$ cat src/rtl/control_sequencer.sv
// Moore control FSM stepping fetch (T0..T2) and execute (T3..T7) for the RISC datapath,
// with a bounded memory-ready wait, a sticky handshake fault, stop and halt.
module control_sequencer #(
    parameter int WAIT_LIMIT = 255,
    parameter int ALU_OP_W   = 4
) (
    input  logic                clk,
    input  logic                reset,
    input  logic [31:0]         ir,
    input  logic                mem_ready,
    input  logic                stop,
    output logic                PCout,
    output logic                PCin,
    output logic                IncPC,
    output logic                MARin,
    output logic                MDRin,
    output logic                MDRout,
    output logic                Read,
    output logic                Write,
    output logic                IRin,
    output logic                Yin,
    output logic                Zin,
    output logic                Zlowout,
    output logic                Cout,
    output logic                Gra,
    output logic                Grb,
    output logic                Grc,
    output logic                Rin,
    output logic                Rout,
    output logic                BAout,
    output logic [ALU_OP_W-1:0] alu_op,
    output logic                run,
    output logic                mem_fault
);

    localparam int CNT_W = $clog2(WAIT_LIMIT + 1);

    localparam logic [ALU_OP_W-1:0] ALU_ADD = ALU_OP_W'(0);
    localparam logic [ALU_OP_W-1:0] ALU_SUB = ALU_OP_W'(1);
    localparam logic [ALU_OP_W-1:0] ALU_AND = ALU_OP_W'(2);
    localparam logic [ALU_OP_W-1:0] ALU_OR  = ALU_OP_W'(3);

    typedef enum logic [3:0] {
        S_RST, S_T0, S_T1, S_T2, S_T3, S_T4, S_T5, S_T6, S_T7, S_HALT
    } state_t;

    typedef enum logic [2:0] {
        C_NOP, C_HALT, C_LD, C_LDI, C_ST, C_ALU, C_ALUI
    } cls_t;

    state_t                r_state;
    state_t                w_next;
    logic [CNT_W-1:0]      r_wait_cnt;
    logic                  r_mem_fault;
    logic                  w_fault_set;
    logic [4:0]            w_opcode;
    cls_t                  w_cls;
    logic [ALU_OP_W-1:0]   w_alu;
    logic                  w_is_wait;
    logic                  w_instr_end;
    logic                  w_unused_ir;

    assign w_opcode    = ir[31:27];
    assign w_unused_ir = ^ir[26:0];

    // Opcode class and ALU function; anything not listed executes as nop.
    always_comb begin
        w_cls = C_NOP;
        w_alu = ALU_ADD;
        case (w_opcode)
            5'b00000: w_cls = C_LD;
            5'b00001: w_cls = C_LDI;
            5'b00010: w_cls = C_ST;
            5'b00011: w_cls = C_ALU;
            5'b00100: begin w_cls = C_ALU;  w_alu = ALU_SUB; end
            5'b00101: begin w_cls = C_ALU;  w_alu = ALU_AND; end
            5'b00110: begin w_cls = C_ALU;  w_alu = ALU_OR;  end
            5'b01100: w_cls = C_ALUI;
            5'b01101: begin w_cls = C_ALUI; w_alu = ALU_AND; end
            5'b01110: begin w_cls = C_ALUI; w_alu = ALU_OR;  end
            5'b11011: w_cls = C_HALT;
            default:  ;
        endcase
    end

    assign w_is_wait = (r_state == S_T1) ||
                       (r_state == S_T6 && w_cls == C_LD) ||
                       (r_state == S_T7 && w_cls == C_ST);

    assign w_instr_end = (r_state == S_T2 && w_cls == C_NOP) ||
                         (r_state == S_T5 && (w_cls == C_ALU || w_cls == C_ALUI || w_cls == C_LDI)) ||
                         (r_state == S_T7 && (w_cls == C_LD || w_cls == C_ST));

    always_comb begin
        w_next      = r_state;
        w_fault_set = 1'b0;
        case (r_state)
            S_RST:   w_next = S_T0;
            S_T0:    w_next = S_T1;
            S_T1:    w_next = S_T2;
            S_T2:    w_next = (w_cls == C_HALT) ? S_HALT : S_T3;
            S_T3:    w_next = S_T4;
            S_T4:    w_next = S_T5;
            S_T5:    w_next = S_T6;
            S_T6:    w_next = S_T7;
            S_T7:    w_next = S_T0;
            S_HALT:  w_next = S_HALT;
            default: w_next = S_RST;
        endcase
        if (w_instr_end)
            w_next = stop ? S_HALT : S_T0;
        // A wait state only advances on mem_ready; the counter bounds how long it may stall.
        if (w_is_wait && !mem_ready) begin
            if (r_wait_cnt == CNT_W'(WAIT_LIMIT - 1)) begin
                w_next      = S_HALT;
                w_fault_set = 1'b1;
            end else begin
                w_next = r_state;
            end
        end
    end

    always_ff @(posedge clk or posedge reset) begin
        if (reset) begin
            r_state     <= S_RST;
            r_wait_cnt  <= '0;
            r_mem_fault <= 1'b0;
        end else begin
            r_state <= w_next;
            if (w_next != r_state)
                r_wait_cnt <= '0;
            else if (w_is_wait)
                r_wait_cnt <= r_wait_cnt + CNT_W'(1);
            if (w_fault_set)
                r_mem_fault <= 1'b1;
        end
    end

    assign mem_fault = r_mem_fault;

    // Moore decode: strictly a function of state and opcode class.
    always_comb begin
        PCout = 1'b0; PCin = 1'b0; IncPC = 1'b0; MARin = 1'b0; MDRin = 1'b0;
        MDRout = 1'b0; Read = 1'b0; Write = 1'b0; IRin = 1'b0; Yin = 1'b0;
        Zin = 1'b0; Zlowout = 1'b0; Cout = 1'b0; Gra = 1'b0; Grb = 1'b0;
        Grc = 1'b0; Rin = 1'b0; Rout = 1'b0; BAout = 1'b0;
        alu_op = ALU_ADD;
        run    = (r_state != S_HALT);
        case (r_state)
            S_T0: begin PCout = 1'b1; MARin = 1'b1; IncPC = 1'b1; Zin = 1'b1; end
            S_T1: begin Zlowout = 1'b1; PCin = 1'b1; Read = 1'b1; MDRin = 1'b1; end
            S_T2: begin MDRout = 1'b1; IRin = 1'b1; end
            S_T3: begin
                if (w_cls == C_ALU || w_cls == C_ALUI) begin
                    Grb = 1'b1; Rout = 1'b1; Yin = 1'b1;
                end else if (w_cls == C_LDI || w_cls == C_LD || w_cls == C_ST) begin
                    Grb = 1'b1; BAout = 1'b1; Yin = 1'b1;
                end
            end
            S_T4: begin
                if (w_cls == C_ALU) begin
                    Grc = 1'b1; Rout = 1'b1; Zin = 1'b1; alu_op = w_alu;
                end else if (w_cls != C_NOP && w_cls != C_HALT) begin
                    Cout = 1'b1; Zin = 1'b1; alu_op = w_alu;
                end
            end
            S_T5: begin
                if (w_cls == C_ALU || w_cls == C_ALUI || w_cls == C_LDI) begin
                    Zlowout = 1'b1; Gra = 1'b1; Rin = 1'b1;
                end else if (w_cls == C_LD || w_cls == C_ST) begin
                    Zlowout = 1'b1; MARin = 1'b1;
                end
            end
            S_T6: begin
                if (w_cls == C_LD) begin
                    Read = 1'b1; MDRin = 1'b1;
                end else if (w_cls == C_ST) begin
                    Gra = 1'b1; Rout = 1'b1; MDRin = 1'b1;
                end
            end
            S_T7: begin
                if (w_cls == C_LD) begin
                    MDRout = 1'b1; Gra = 1'b1; Rin = 1'b1;
                end else if (w_cls == C_ST) begin
                    Write = 1'b1;
                end
            end
            default: ;
        endcase
    end

endmodule

$ cat config.mk
export PLATFORM = sky130hd
export DESIGN_NAME = control_sequencer
export DESIGN_NICKNAME = d
export VERILOG_FILES = /design/src/rtl/control_sequencer.sv
export SDC_FILE = /design/constraint.sdc
export NUM_CORES = 1
export LEC_CHECK = 0
export CORE_AREA = 3 3 60 68
export DETAILED_ROUTE_END_ITERATION = 6
export DIE_AREA = 0 0 63 71
export PLACE_DENSITY = 0.74
export SETUP_SLACK_MARGIN = 0.2
export SLEW_MARGIN = 30
export SYNTH_ARGS = -nofsm -noshare
export SYNTH_HDL_FRONTEND = slang
export SYNTH_SLANG_ARGS = --single-unit
$ cat constraint.sdc
create_clock -name clk -period 2.36 [get_ports clk]
set_clock_uncertainty 0.1 [all_clocks]
set_input_delay 0.472 -clock clk [delete_from_list [all_inputs] [get_ports clk]]
set_output_delay 0.472 -clock clk [all_outputs]
set_load 0.02 [all_outputs]
# Word-level counts from Yosys, hierarchy flattened
# Index checks and enable logic that the tools add are counted.
[word_totals]
output_inout_bits = 25
word_cells = 108
register_bits = 13
[op_classes]
reduce_logical = 27
n_addsub = 1
mux = 48
eq_ne = 29
[ops]
columns = ["cell", "n"]
rows = [
  ["one-hot mux 4 bit (9 select lines)", 1],
  ["2-to-1 mux 4 bit", 8],
  ["2-to-1 mux 1 bit", 26],
  ["one-hot mux 3 bit (6 select lines)", 1],
  ["equality test 4 x 3 -> 1 bit (second input constant)", 4],
  ["2-to-1 mux 8 bit", 2],
  ["equality test 5 x 3 -> 1 bit (second input constant)", 3],
  ["equality test 5 x 4 -> 1 bit (second input constant)", 3],
  ["one-hot mux 1 bit (2 select lines)", 7],
  ["equality test 5 x 2 -> 1 bit (second input constant)", 2],
  ["equality test 3 bit (second input constant)", 3],
  ["logical OR 1 bit", 9],
  ["adder 8 x 1 -> 8 bit (second input constant)", 1],
  ["equality test 4 x 2 -> 1 bit (second input constant)", 2],
  ["equality test 4 bit (second input constant)", 2],
  ["equality test 8 bit (second input constant)", 1],
  ["logical AND 1 bit", 7],
  ["equality test 3 x 2 -> 1 bit (second input constant)", 2],
  ["one-hot mux 1 bit (3 select lines)", 2],
  ["one-hot mux 2 bit (3 select lines)", 1],
  ["OR reduction 2 bit", 3],
  ["equality test 5 x 1 -> 1 bit (second input constant)", 1],
  ["equality test 5 bit (second input constant)", 1],
  ["logical NOT 5 bit", 1],
  ["other kinds (12)", 12],
]

# Logic depth before layout (Yosys ltp)
# Gate-level depths: netlist (run 1).
[logic_depth]
depth_word = 13
mapped_depth = 9
ltp_nobuf = 7

# Least setup slack after synthesis (run 1)
# No wires, ideal clock.
[synth_timing]
kind = "input to output"
startpoint = "input port ir[27]"
endpoint = "output port Gra"
n_path_buf = 1
cell_stages = 6
t_arrival_ns = 2.347
setup_slack_ns = -0.559
path_cell_list = "buf_6 or4_4 nor4b_1 a31oi_1 o32ai_1 nand2b_1"
[synth_between]
elab_chain_cells = 8
[synth_rtl]
columns = ["element", "line_no", "rtl"]
rows = [
  ["from (decl)", "9", "input logic [31:0] ir,"],
  ["equality test 5 x 3 -> 1 bit (tied with other cells)", "70", "case (w_opcode)"],
  ["OR reduction 4 bit (no line) / OR reduction 3 bit (equally long branches)", "--", ""],
  ["one-hot mux 3 bit (6 select lines) *", "70", ""],
  ["equality test 3 bit", "168", "if (w_cls == C_ALU || w_cls == C_ALUI || w_cls == C_LDI) begin"],
  ["logical OR 1 bit (2 in series)", "168", ""],
  ["2-to-1 mux 1 bit", "168", ""],
  ["one-hot mux 1 bit (3 select lines) *", "149", "case (r_state)"],
  ["to (decl)", "25", "output logic Gra,"],
]
# Every way passes the cells marked *; elsewhere a longest branch is shown, timed or not.

# Final worst setup path (run 1)
[layout_timing]
startpoint = "input port ir[30]"
endpoint = "output port Gra"
# Same word-level chain as after synthesis.

==> reports/metrics.csv, run 1 <==
stage,metric,value,unit
run_status,status,"finished, violations left",
run_status,failing checks,setup timing,
timing,post-route setup slack,-0.124,ns
critical_path,r2r setup slk,-0.05,ns
finish,filler cell count,282,
power,VDD IR max,0.799,mV
die,Die H,71,µm
finish,Non-Filler Instances,294,
clock_network,clock buffer depth,2,
synthesis,post-synthesis adder-cell area fraction,0.0200,
worst_hold_path,Hold Startpoint,mem_fault,
timing,Slew HR,0.661,
critical_path,Startpoint Class,input pin,
critical_path,FF-to-FF End,r_wait_cnt[5],
critical_path,critical path class,in2out,
timing,Slew Limit Fails,0,
job,max_cap viols,0,
grt,total overflow reported by the global router,0,
synthesis,"Cell Area, Synth",1250,µm²
placed_design,# port buffers,31,
critical_path,Crit Reg-Reg Startpoint,r_state[3],
synthesis,Syn Area/Cell,7.69,µm²
timing,Max Freq,403,MHz
die,Initial Util,0.354,
worst_hold_path,Hold WC Path Type,reg2reg,
synthesis,xor/xnor share of the synthesized area,0.0699,
critical_path,slowest cell delay on critical path,0.57,ns
die,Boundary Pins,61,
power,pwr/cell area,871,nW/µm²
synthesis,synth warn,0,
clock_network,# H-tree levels,1,
clock_network,clk sinks,13,
synthesis,post-synthesis mux area share,0.0170,
detailed_routing,Avg WL per Cell,15.7,µm
detailed_routing,Post-DRT Antenna Nets,0,
synthesis,cell count after synthesis,163,
grt,first-pass GRT wire length,6820,µm
placed_design,Placer Congestion,0.899,
die,die width,63,µm
worst_hold_path,Cells on Worst Hold Path,1,
worst_hold_path,WHS Endpoint,mem_fault,
timing,fin crit period,2.48,ns
finish,share of layout cells above drive strength 1,0.582,
clock_network,Clock Pin Slew Worst Setup and Hold Paths,0.06,ns
critical_path,crit path DAT,1.91,ns
die,core box area,3540,µm²
die,DIE AREA,4470,µm²
grt,GRT Util Overall,0.185,
finish,design area,2360,µm²
placed_design,placed insts,274,
placed_design,placed cell area,1960,µm²
detailed_routing,vias post-DR,1567,
detailed_routing,post-DR vias/cell,5.33,
placed_design,HPWL after detailed placement,2970,µm
detailed_routing,drt first pass iters,4,
die,# rows,23,
clock_network,CTS tree,built,
synthesis,register bit total from synthesis,13,
synthesis,"Top FF cell, synth",dfrtp_1,
critical_path,crit-path cells,"buf_8, or4_4, nor4b_4, a31oi_1, o32ai_2, nand2b_4, buf_6",
synthesis,Post-Synth Simple-Gate Area,0.332,
grt,number of global-route vias before repair,1467,
finish,Final nets,283,
critical_path,"Data required, critical path",1.79,ns
synthesis,Post-synth EDFFs,0,
clock_network,CTS buffer count,3,
detailed_routing,final wirelength,4630,µm
timing,final hold vios,0,
placed_design,Place WS,-0.889,ns
critical_path,CP Max Fanout,3,
timing,# setup viols final,12,
synthesis,number of distinct library cells after synthesis,50,
synthesis,asr flop ratio synth,1.00,
finish,Layout area overhead,88.1,%
synthesis,largest family of logic cells by synthesized area,simple AND/OR/NAND/NOR gates,
timing,RSZ-0062 raised after global routing,yes,
critical_path,crit path capture type,output port,
critical_path,FF-to-FF path depth,9,
detailed_routing,DRT iter0 DRCs,79,
grt,largest net degree at the start of global routing,14,
timing,Hold Slack,0.383,ns
critical_path,Critical Path Slowest Stage Cell,or4_4,
timing,"Period Utilization, post-route",1.05,
clock_network,root buffer cell,clkbuf_8,
detailed_routing,# DRC,0,
timing,Worst Tran Pin Value,0.508,ns
synthesis,sequential-to-total area share from yosys stat,0.259,
timing,setup_tns,-0.552,ns
synthesis,compound-gate portion of the synthesized area,0.200,
clock_network,Worst-Skew Late Latency,0.24,ns
finish,antenna cell count,0,
grt,initial antenna violation count,0,
power,leakage power figure,1.06,nW
layer usage:
layer / global-route usage / wire length [µm] / share of wire / vias up
met5: 0 / 0 / 0 / -
met4: 0.0417 / 74 / 0.016 / 0
met3: 0.0365 / 219 / 0.047 / 8
met2: 0.355 / 2600 / 0.56 / 57
met1: 0.208 / 1730 / 0.37 / 765
li1: - / - / - / 737
where the power goes:
part,leakage (nW),internal [mW],switching (mW)
registers,0.172,0.266,0.0550
clock network,0.0228,0.119,0.0785
logic,0.863,0.733,0.802
flip-flops by register name, summed over array words and instances (netlist names):
| register | cells |
|---|---|
| r_state | 4 |
| mem_fault | 1 |
| r_wait_cnt | 8 |
cell type report:
type | instances | area (µm²) | area share
clock buffer | 4 | 45.0 | 0.0191
inverter | 7 | 26.3 | 0.0111
multi-input combinational | 126 | 1080 | 0.457
sequential | 13 | 329 | 0.140
tap | 50 | 62.6 | 0.0265
timing repair buffer | 94 | 818 | 0.347
logic make-up after synthesis:
kind of cell,count (synthesis)
xor gates and xnor gates,10
other,1
and+or+nand+nor,76
muxes,2
buffers and inverters,25
DFF,13
adders and majority gates,2
AOI/OAI and AO/OA,34
cells in the final DEF (no fill, tap or decap), types with 3 or more instances in the layout:
master            n
a211oi_2          3
a21oi_1           7
a22oi_1           3
buf_4            57
buf_6            23
buf_8             3
clkbuf_2          3
clkbuf_8          3
clkdlybuf4s50_1   4
dfrtp_1          10
dfrtp_2           3
inv_1             6
nand2_1          11
nand2b_1          3
nand3_1           4
nand4_1           3
nor2_1            5
nor2_2            5
nor2_4            6
nor2b_1           5
nor3_2            3
or3_4             3
xnor2_1           4
xor2_1            6
critical path: cells and delay by family:
family | cells | cell delay, ns
and+or+nand+nor | 3 | 1.01
AOI/OAI and AO/OA | 2 | 0.22
buffers and inverters | 2 | 0.21
cells in the mapped netlist (2+ instances only):
master / n / area share
a21oi_1: 7 / 0.028
o31ai_1: 2 / 0.012
ha_1: 2 / 0.020
or3_1: 3 / 0.015
nor4_1: 3 / 0.015
nand2b_1: 5 / 0.025
nor2_1: 16 / 0.048
nand4_1: 3 / 0.015
xnor2_1: 4 / 0.028
buf_4: 4 / 0.024
a22oi_1: 3 / 0.018
buf_2: 6 / 0.024
inv_1: 7 / 0.021
and2_1: 4 / 0.020
and3_1: 2 / 0.010
clkbuf_1: 6 / 0.018
a211oi_1: 3 / 0.018
a221oi_1: 2 / 0.014
nor2b_1: 7 / 0.035
a31oi_1: 3 / 0.015
xor2_1: 6 / 0.042
nand2_1: 13 / 0.039
nor3_1: 4 / 0.016
nor3b_1: 2 / 0.012
dfrtp_1: 13 / 0.26
nand3b_1: 2 / 0.012
o21ai_0: 4 / 0.016
nand3_1: 5 / 0.020
worst max-delay path by stage:
| stage | startpoint | end | slack (ns) |
|---|---|---|---|
| 6_report | ir[30] | Gra | -0.12 |
| 5_1_grt | ir[30] | Gra | -0.19 |
| 4_1_cts | ir[30] | Gra | -0.13 |
| 3_5_place_dp | ir[29] | Gra | -0.89 |
| 3_3_place_gp | ir[31] | Gra | -0.85 |
| 2_1_floorplan | ir[27] | Gra | -0.16 |
timing repair:
action | CTS | global route
endpoints found under the hold margin | 0 | 0
pin swaps | 18 | 15
setup buffers | 7 | 9
setup endpoints to repair | 33 | 29
resized for setup | 149 | 55
hold buffers | 0 | 0
metrics by stage:
stage / power (mW) / util
floorplan: 1.06 / -
global placement: 1.55 / 0.553
detailed placement: 1.58 / 0.553
CTS: 1.84 / 0.591
global route: 2.18 / 0.666
finish: 2.05 / 0.666
Note: power is estimated with default switching activity, not from simulation.
==> inputs of run 2 (changes only) <==
- PLACE_DENSITY: 0.74 -> default
- PLACE_DENSITY_LB_ADDON: default -> 0.15
==> run 2 against run 1 <==
  * The flow still finishes with violations (setup timing)
  * Maximum frequency increased by 2.2%
  * Sequential share of layout area increased by 1.4 points
  * Setup slack improved by 0.053 ns
  * Clock-buffer cell count unchanged
  * Clock power about the same
  * Global-route usage decreased by 0.82 points
  * Critical endpoint unchanged
  * Highest routed layer unchanged
==> reports/metrics.csv, run 2 (synthesis results as in run 1) <==
stage,metric,value,unit
run_status,status,"finished, violations left",
run_status,failing checks,setup timing,
die,Boundary Pins,61,
grt,first-pass GRT wire length,6530,µm
grt,GRT met2 Usage,0.288,
placed_design,placed insts,270,
power,VDD IR max,0.483,mV
critical_path,CP Max Fanout,3,
timing,"Period Utilization, post-route",1.03,
detailed_routing,Post-DRT Antenna Nets,0,
die,# rows,23,
timing,# setup viols final,8,
critical_path,"Data required, critical path",1.79,ns
die,die width,63,µm
clock_network,root buffer cell,clkbuf_8,
finish,antenna cell count,0,
detailed_routing,drt first pass iters,4,
finish,Reg with most FFs,r_wait_cnt,
power,Clock power frac,0.099,
finish,Layout area overhead,70.8,%
grt,met3 usage,0.0317,
clock_network,CTS tree,built,
clock_network,CTS buffer count,3,
critical_path,WP buf/inv,2,
clock_network,Worst-Skew Late Latency,0.24,ns
power,Seq pwr share,0.163,
finish,"commonest non-fill, non-tap cell in the layout",buf_4,
timing,fin crit period,2.43,ns
placed_design,Place WS,-0.902,ns
finish,most frequent cells in the layout,"48 x buf_4, 16 x buf_6, 12 x nand2_1",
critical_path,Startpoint Class,input pin,
power,Net Sw Frac,0.447,
detailed_routing,DRT iter0 DRCs,52,
grt,total overflow reported by the global router,0,
critical_path,crit-path cells,"buf_6, or4_4, nor4b_4, a31oi_1, o32ai_2, nand2b_4, buf_6",
grt,initial antenna violation count,0,
clock_network,# H-tree levels,1,
clock_network,clk sinks,13,
timing,Hold Slack,0.391,ns
finish,Non-Filler Instances,281,
die,core box area,3540,µm²
grt,GRT Util Overall,0.177,
timing,post-route setup slack,-0.0711,ns
job,max_cap viols,0,
detailed_routing,# DRC,0,
placed_design,HPWL after detailed placement,3100,µm
detailed_routing,Avg WL per Cell,14.4,µm
power,leakage power figure,0.975,nW
die,Die H,71,µm
critical_path,crit path capture type,output port,
placed_design,# port buffers,31,
grt,number of global-route vias before repair,1398,
clock_network,clock buffer depth,2,
detailed_routing,final wirelength,4060,µm
finish,Final nets,270,
clock_network,Clock Pin Slew Worst Setup and Hold Paths,0.05,ns
grt,Global Route met1 Usage,0.244,
placed_design,Placer Congestion,0.849,
power,Logic pwr share,0.737,
critical_path,Top Family by Delay on Critical Path,simple AND/OR/NAND/NOR gates,
critical_path,critical path class,in2out,
critical_path,most used cell along the critical path,buf_6,
power,pwr/cell area,922,nW/µm²
power,Internal,1.09,mW
critical_path,Critical Path Slowest Stage Cell,or4_4,
detailed_routing,vias post-DR,1422,
finish,Largest register FFs,8,
die,Initial Util,0.354,
critical_path,crit path DAT,1.86,ns
power,NetSw,0.881,mW
grt,GRT busiest layer,met2,
timing,RSZ-0062 raised after global routing,yes,
detailed_routing,post-DR vias/cell,5.06,
timing,Slew Limit Fails,0,
critical_path,r2r setup slk,-0.03,ns
critical_path,slowest cell delay on critical path,0.57,ns
worst_hold_path,Hold WC Path Type,reg2reg,
timing,Max Freq,411,MHz
die,DIE AREA,4470,µm²
finish,share of layout cells above drive strength 1,0.519,
timing,final hold vios,0,
grt,largest net degree at the start of global routing,14,
run 2: cell count changes in the layout (fill, tap and decap cells not counted), moves of 3 or more:
| cell | previous run | this run |
|---|---|---|
| buf_2 | 2 | 9 |
| buf_4 | 57 | 48 |
| buf_6 | 23 | 16 |
| buf_8 | 3 | 0 |
| clkbuf_2 | 3 | 0 |
| dlygate4sd2_1 | 0 | 3 |
run 2: layout make-up:
type                       count  area (µm²)
clock buffer                   4        45.0
fill                         341        1400
inverter                       7        26.3
timing repair buffer          81         663
tap                           50        62.6
multi-input combinational    126        1020
sequential                    13         328
run 2: through the flow:
| stage | setup TNS [ns] | total power, mW | instance area (µm²) | utilization |
|---|---|---|---|---|
| 3_3_place_gp | -15.13 | 1.56 | 1930 | 0.544 |
| 6_report | -0.186 | 1.97 | 2140 | 0.605 |
| 4_1_cts | -0.374 | 1.87 | 2010 | 0.568 |
| 2_1_floorplan | -0.165 | 1.06 | 1360 | - |
| 5_1_grt | -0.935 | 2.11 | 2140 | 0.605 |
| 3_5_place_dp | -15.88 | 1.58 | 1930 | 0.544 |
run 2: worst paths after layout:
path / from / to / cells after the start
setup / recovery: ir[30] / Gra / 7
hold / removal: mem_fault / mem_fault / 1
setup reg to reg: r_state[3] / r_wait_cnt[4] / 8
hold reg to reg: mem_fault / mem_fault / 1
max in group asynchronous: reset / r_state[1] / 2
min in group asynchronous: reset / r_state[2] / 2
run 2: power groups by stage:
stage                     Sequential [mW]  Clock (mW)  Combinational [mW]
after CTS                           0.315       0.206                1.35
after global routing                0.330       0.217                1.57
after floorplan                     0.281           0               0.778
after detailed placement            0.321           0                1.26
final                               0.322       0.196                1.46
after global placement              0.319           0                1.24
run 2: routing by layer:
metal	up-vias	wire length [µm]
met2	38	1990
met4	0	19
met1	669	1880
met5	-	0
li1	711	-
met3	4	162
run 2: timing repair:
action | in CTS | in global routing
endpoints found under the setup margin | 32 | 29
setup buffers | 3 | 4
resized for setup | 136 | 34
pin swaps | 13 | 9
hold buffers | 0 | 0
==> inputs of run 3 (changes only) <==
- MAX_ROUTING_LAYER: default -> met4
==> run 3 against run 2 <==
  * The run still ends with setup timing left
  * Cell count unchanged
  * Core utilization did not move
  * Non-clock buffer count unchanged
  * Combinational power hardly changed
  * Maximum frequency unchanged
  * Cell area is the same
  * Via count increased by 0.21%
  * Flip-flop and latch count unchanged
  * Clock power about the same
  * Sequential share of layout area unchanged
  * Hold slack stayed put
  * First-iteration DRC count down 13%
  * Critical endpoint unchanged
  * Largest cell class unchanged
==> reports/metrics.csv, run 3 (synthesis results as in run 1) <==
stage,metric,value,unit
run_status,status,"finished, violations left",
run_status,failing checks,setup timing,
grt,total overflow reported by the global router,0,
timing,Slew Limit Fails,0,
die,Boundary Pins,61,
finish,Layout area overhead,70.8,%
clock_network,CTS tree,built,
critical_path,Critical Path Slowest Stage Cell,or4_4,
die,DIE AREA,4470,µm²
critical_path,crit path DAT,1.86,ns
critical_path,slowest cell delay on critical path,0.57,ns
detailed_routing,DRT iter0 DRCs,45,
grt,number of global-route vias before repair,1398,
critical_path,most used cell along the critical path,buf_6,
timing,setup_tns,-0.186,ns
die,core box area,3540,µm²
timing,post-route setup slack,-0.0711,ns
critical_path,CP Capture Point,Gra,
clock_network,clock buffer depth,2,
detailed_routing,# DRC,0,
clock_network,Worst-Skew Late Latency,0.24,ns
clock_network,root buffer cell,clkbuf_8,
critical_path,crit-path cells,"buf_6, or4_4, nor4b_4, a31oi_1, o32ai_2, nand2b_4, buf_6",
critical_path,FF-to-FF End,r_wait_cnt[4],
critical_path,r2r setup slk,-0.03,ns
critical_path,CP Max Fanout,3,
critical_path,crit path capture type,output port,
timing,# setup viols final,8,
die,# rows,23,
finish,filler cell count,341,
worst_hold_path,Cells on Worst Hold Path,1,
placed_design,Placer Congestion,0.862,
finish,antenna cell count,0,
job,max_cap viols,0,
clock_network,CTS buffer count,3,
worst_hold_path,Hold WC Path Type,reg2reg,
finish,Reg with most FFs,r_wait_cnt,
power,leakage power figure,0.975,nW
critical_path,Crit Reg-Reg Startpoint,r_state[3],
finish,"commonest non-fill, non-tap cell in the layout",buf_4,
critical_path,"Data required, critical path",1.79,ns
clock_network,clk sinks,13,
detailed_routing,vias post-DR,1425,
detailed_routing,Avg WL per Cell,14.4,µm
timing,Max Freq,411,MHz
timing,final hold vios,0,
die,die width,63,µm
grt,largest net degree at the start of global routing,14,
timing,fin crit period,2.43,ns
grt,first-pass GRT wire length,6530,µm
critical_path,Critical Path Source,ir[30],
power,VDD IR max,0.483,mV
detailed_routing,final wirelength,4060,µm
finish,Non-Filler Instances,281,
finish,multi-input logic area,1020,µm²
placed_design,# port buffers,31,
clock_network,Clock Pin Slew Worst Setup and Hold Paths,0.05,ns
grt,GRT Util Overall,0.182,
clock_network,# H-tree levels,1,
finish,Largest register FFs,8,
critical_path,critical path class,in2out,
finish,Seq. cell area,328,µm²
detailed_routing,post-DR vias/cell,5.07,
timing,RSZ-0062 raised after global routing,yes,
detailed_routing,drt first pass iters,4,
detailed_routing,Post-DRT Antenna Nets,0,
placed_design,Place WS,-0.902,ns
power,pwr/cell area,922,nW/µm²
timing,"Period Utilization, post-route",1.03,
critical_path,FF-to-FF path depth,8,
die,Die H,71,µm
finish,most frequent cells in the layout,"48 x buf_4, 16 x buf_6, 12 x nand2_1",
finish,share of layout cells above drive strength 1,0.519,
grt,initial antenna violation count,0,
placed_design,HPWL after detailed placement,3100,µm
critical_path,Startpoint Class,input pin,
finish,Final nets,270,
placed_design,placed insts,270,
die,Initial Util,0.354,
run 3: cell counts in the layout (fill, tap and decap cells not counted):
No cell type changed its count.
run 3: layout make-up:
| class | instances | area share |
|---|---|---|
| Multi-Input combinational cell | 126 | 0.475 |
| Timing Repair Buffer | 81 | 0.310 |
| Sequential cell | 13 | 0.153 |
| Tap cell | 50 | 0.0292 |
| Clock buffer | 4 | 0.0210 |
| Inverter | 7 | 0.0123 |
run 3: report_power, final:
part	switching (mW)	internal [mW]	leakage [nW]
logic	0.747	0.708	0.779
registers	0.0576	0.265	0.173
clock network	0.0769	0.119	0.0228
total	0.881	1.09	0.975
run 3: what timing repair did:
action                     in CTS  in global routing
gates cloned                    0                  0
pin swaps                      13                  9
hold buffers                    0                  0
resized for setup             136                 34
setup endpoints to repair      32                 29
setup buffers                   3                  4
run 3: worst min-delay path by stage:
stage,endpoint,slack [ns],from
final,mem_fault,0.39,mem_fault
after global routing,mem_fault,0.43,mem_fault
after CTS,mem_fault,0.40,mem_fault
after detailed placement,mem_fault,0.38,mem_fault
after global placement,mem_fault,0.36,mem_fault
after floorplan,mem_fault,0.25,reset
run 3: through the flow:
step	instance area, µm²	power (mW)	hold WS, ns	utilization
after CTS	2010	1.87	0.396	0.568
after detailed placement	1930	1.58	0.384	0.544
after global placement	1930	1.56	0.363	0.544
after global routing	2140	2.11	0.432	0.605
final	2140	1.97	0.391	0.605
after floorplan	1360	1.06	0.249	-
run 3: metal layers:
| layer | global-route usage | routed length (µm) | vias up |
|---|---|---|---|
| met1 | 0.244 | 1880 | 672 |
| met3 | 0.0317 | 162 | 4 |
| met5 | - | 0 | - |
| met2 | 0.288 | 2000 | 38 |
| met4 | 0.0368 | 19 | 0 |
| li1 | - | - | 711 |
run 3: critical path: cells and delay by family:
kind	cells	cell delay (ns)
AND/OR/NAND/NOR	3	0.98
AO/OA/AOI/OAI	2	0.20
buffers and inverters	2	0.20
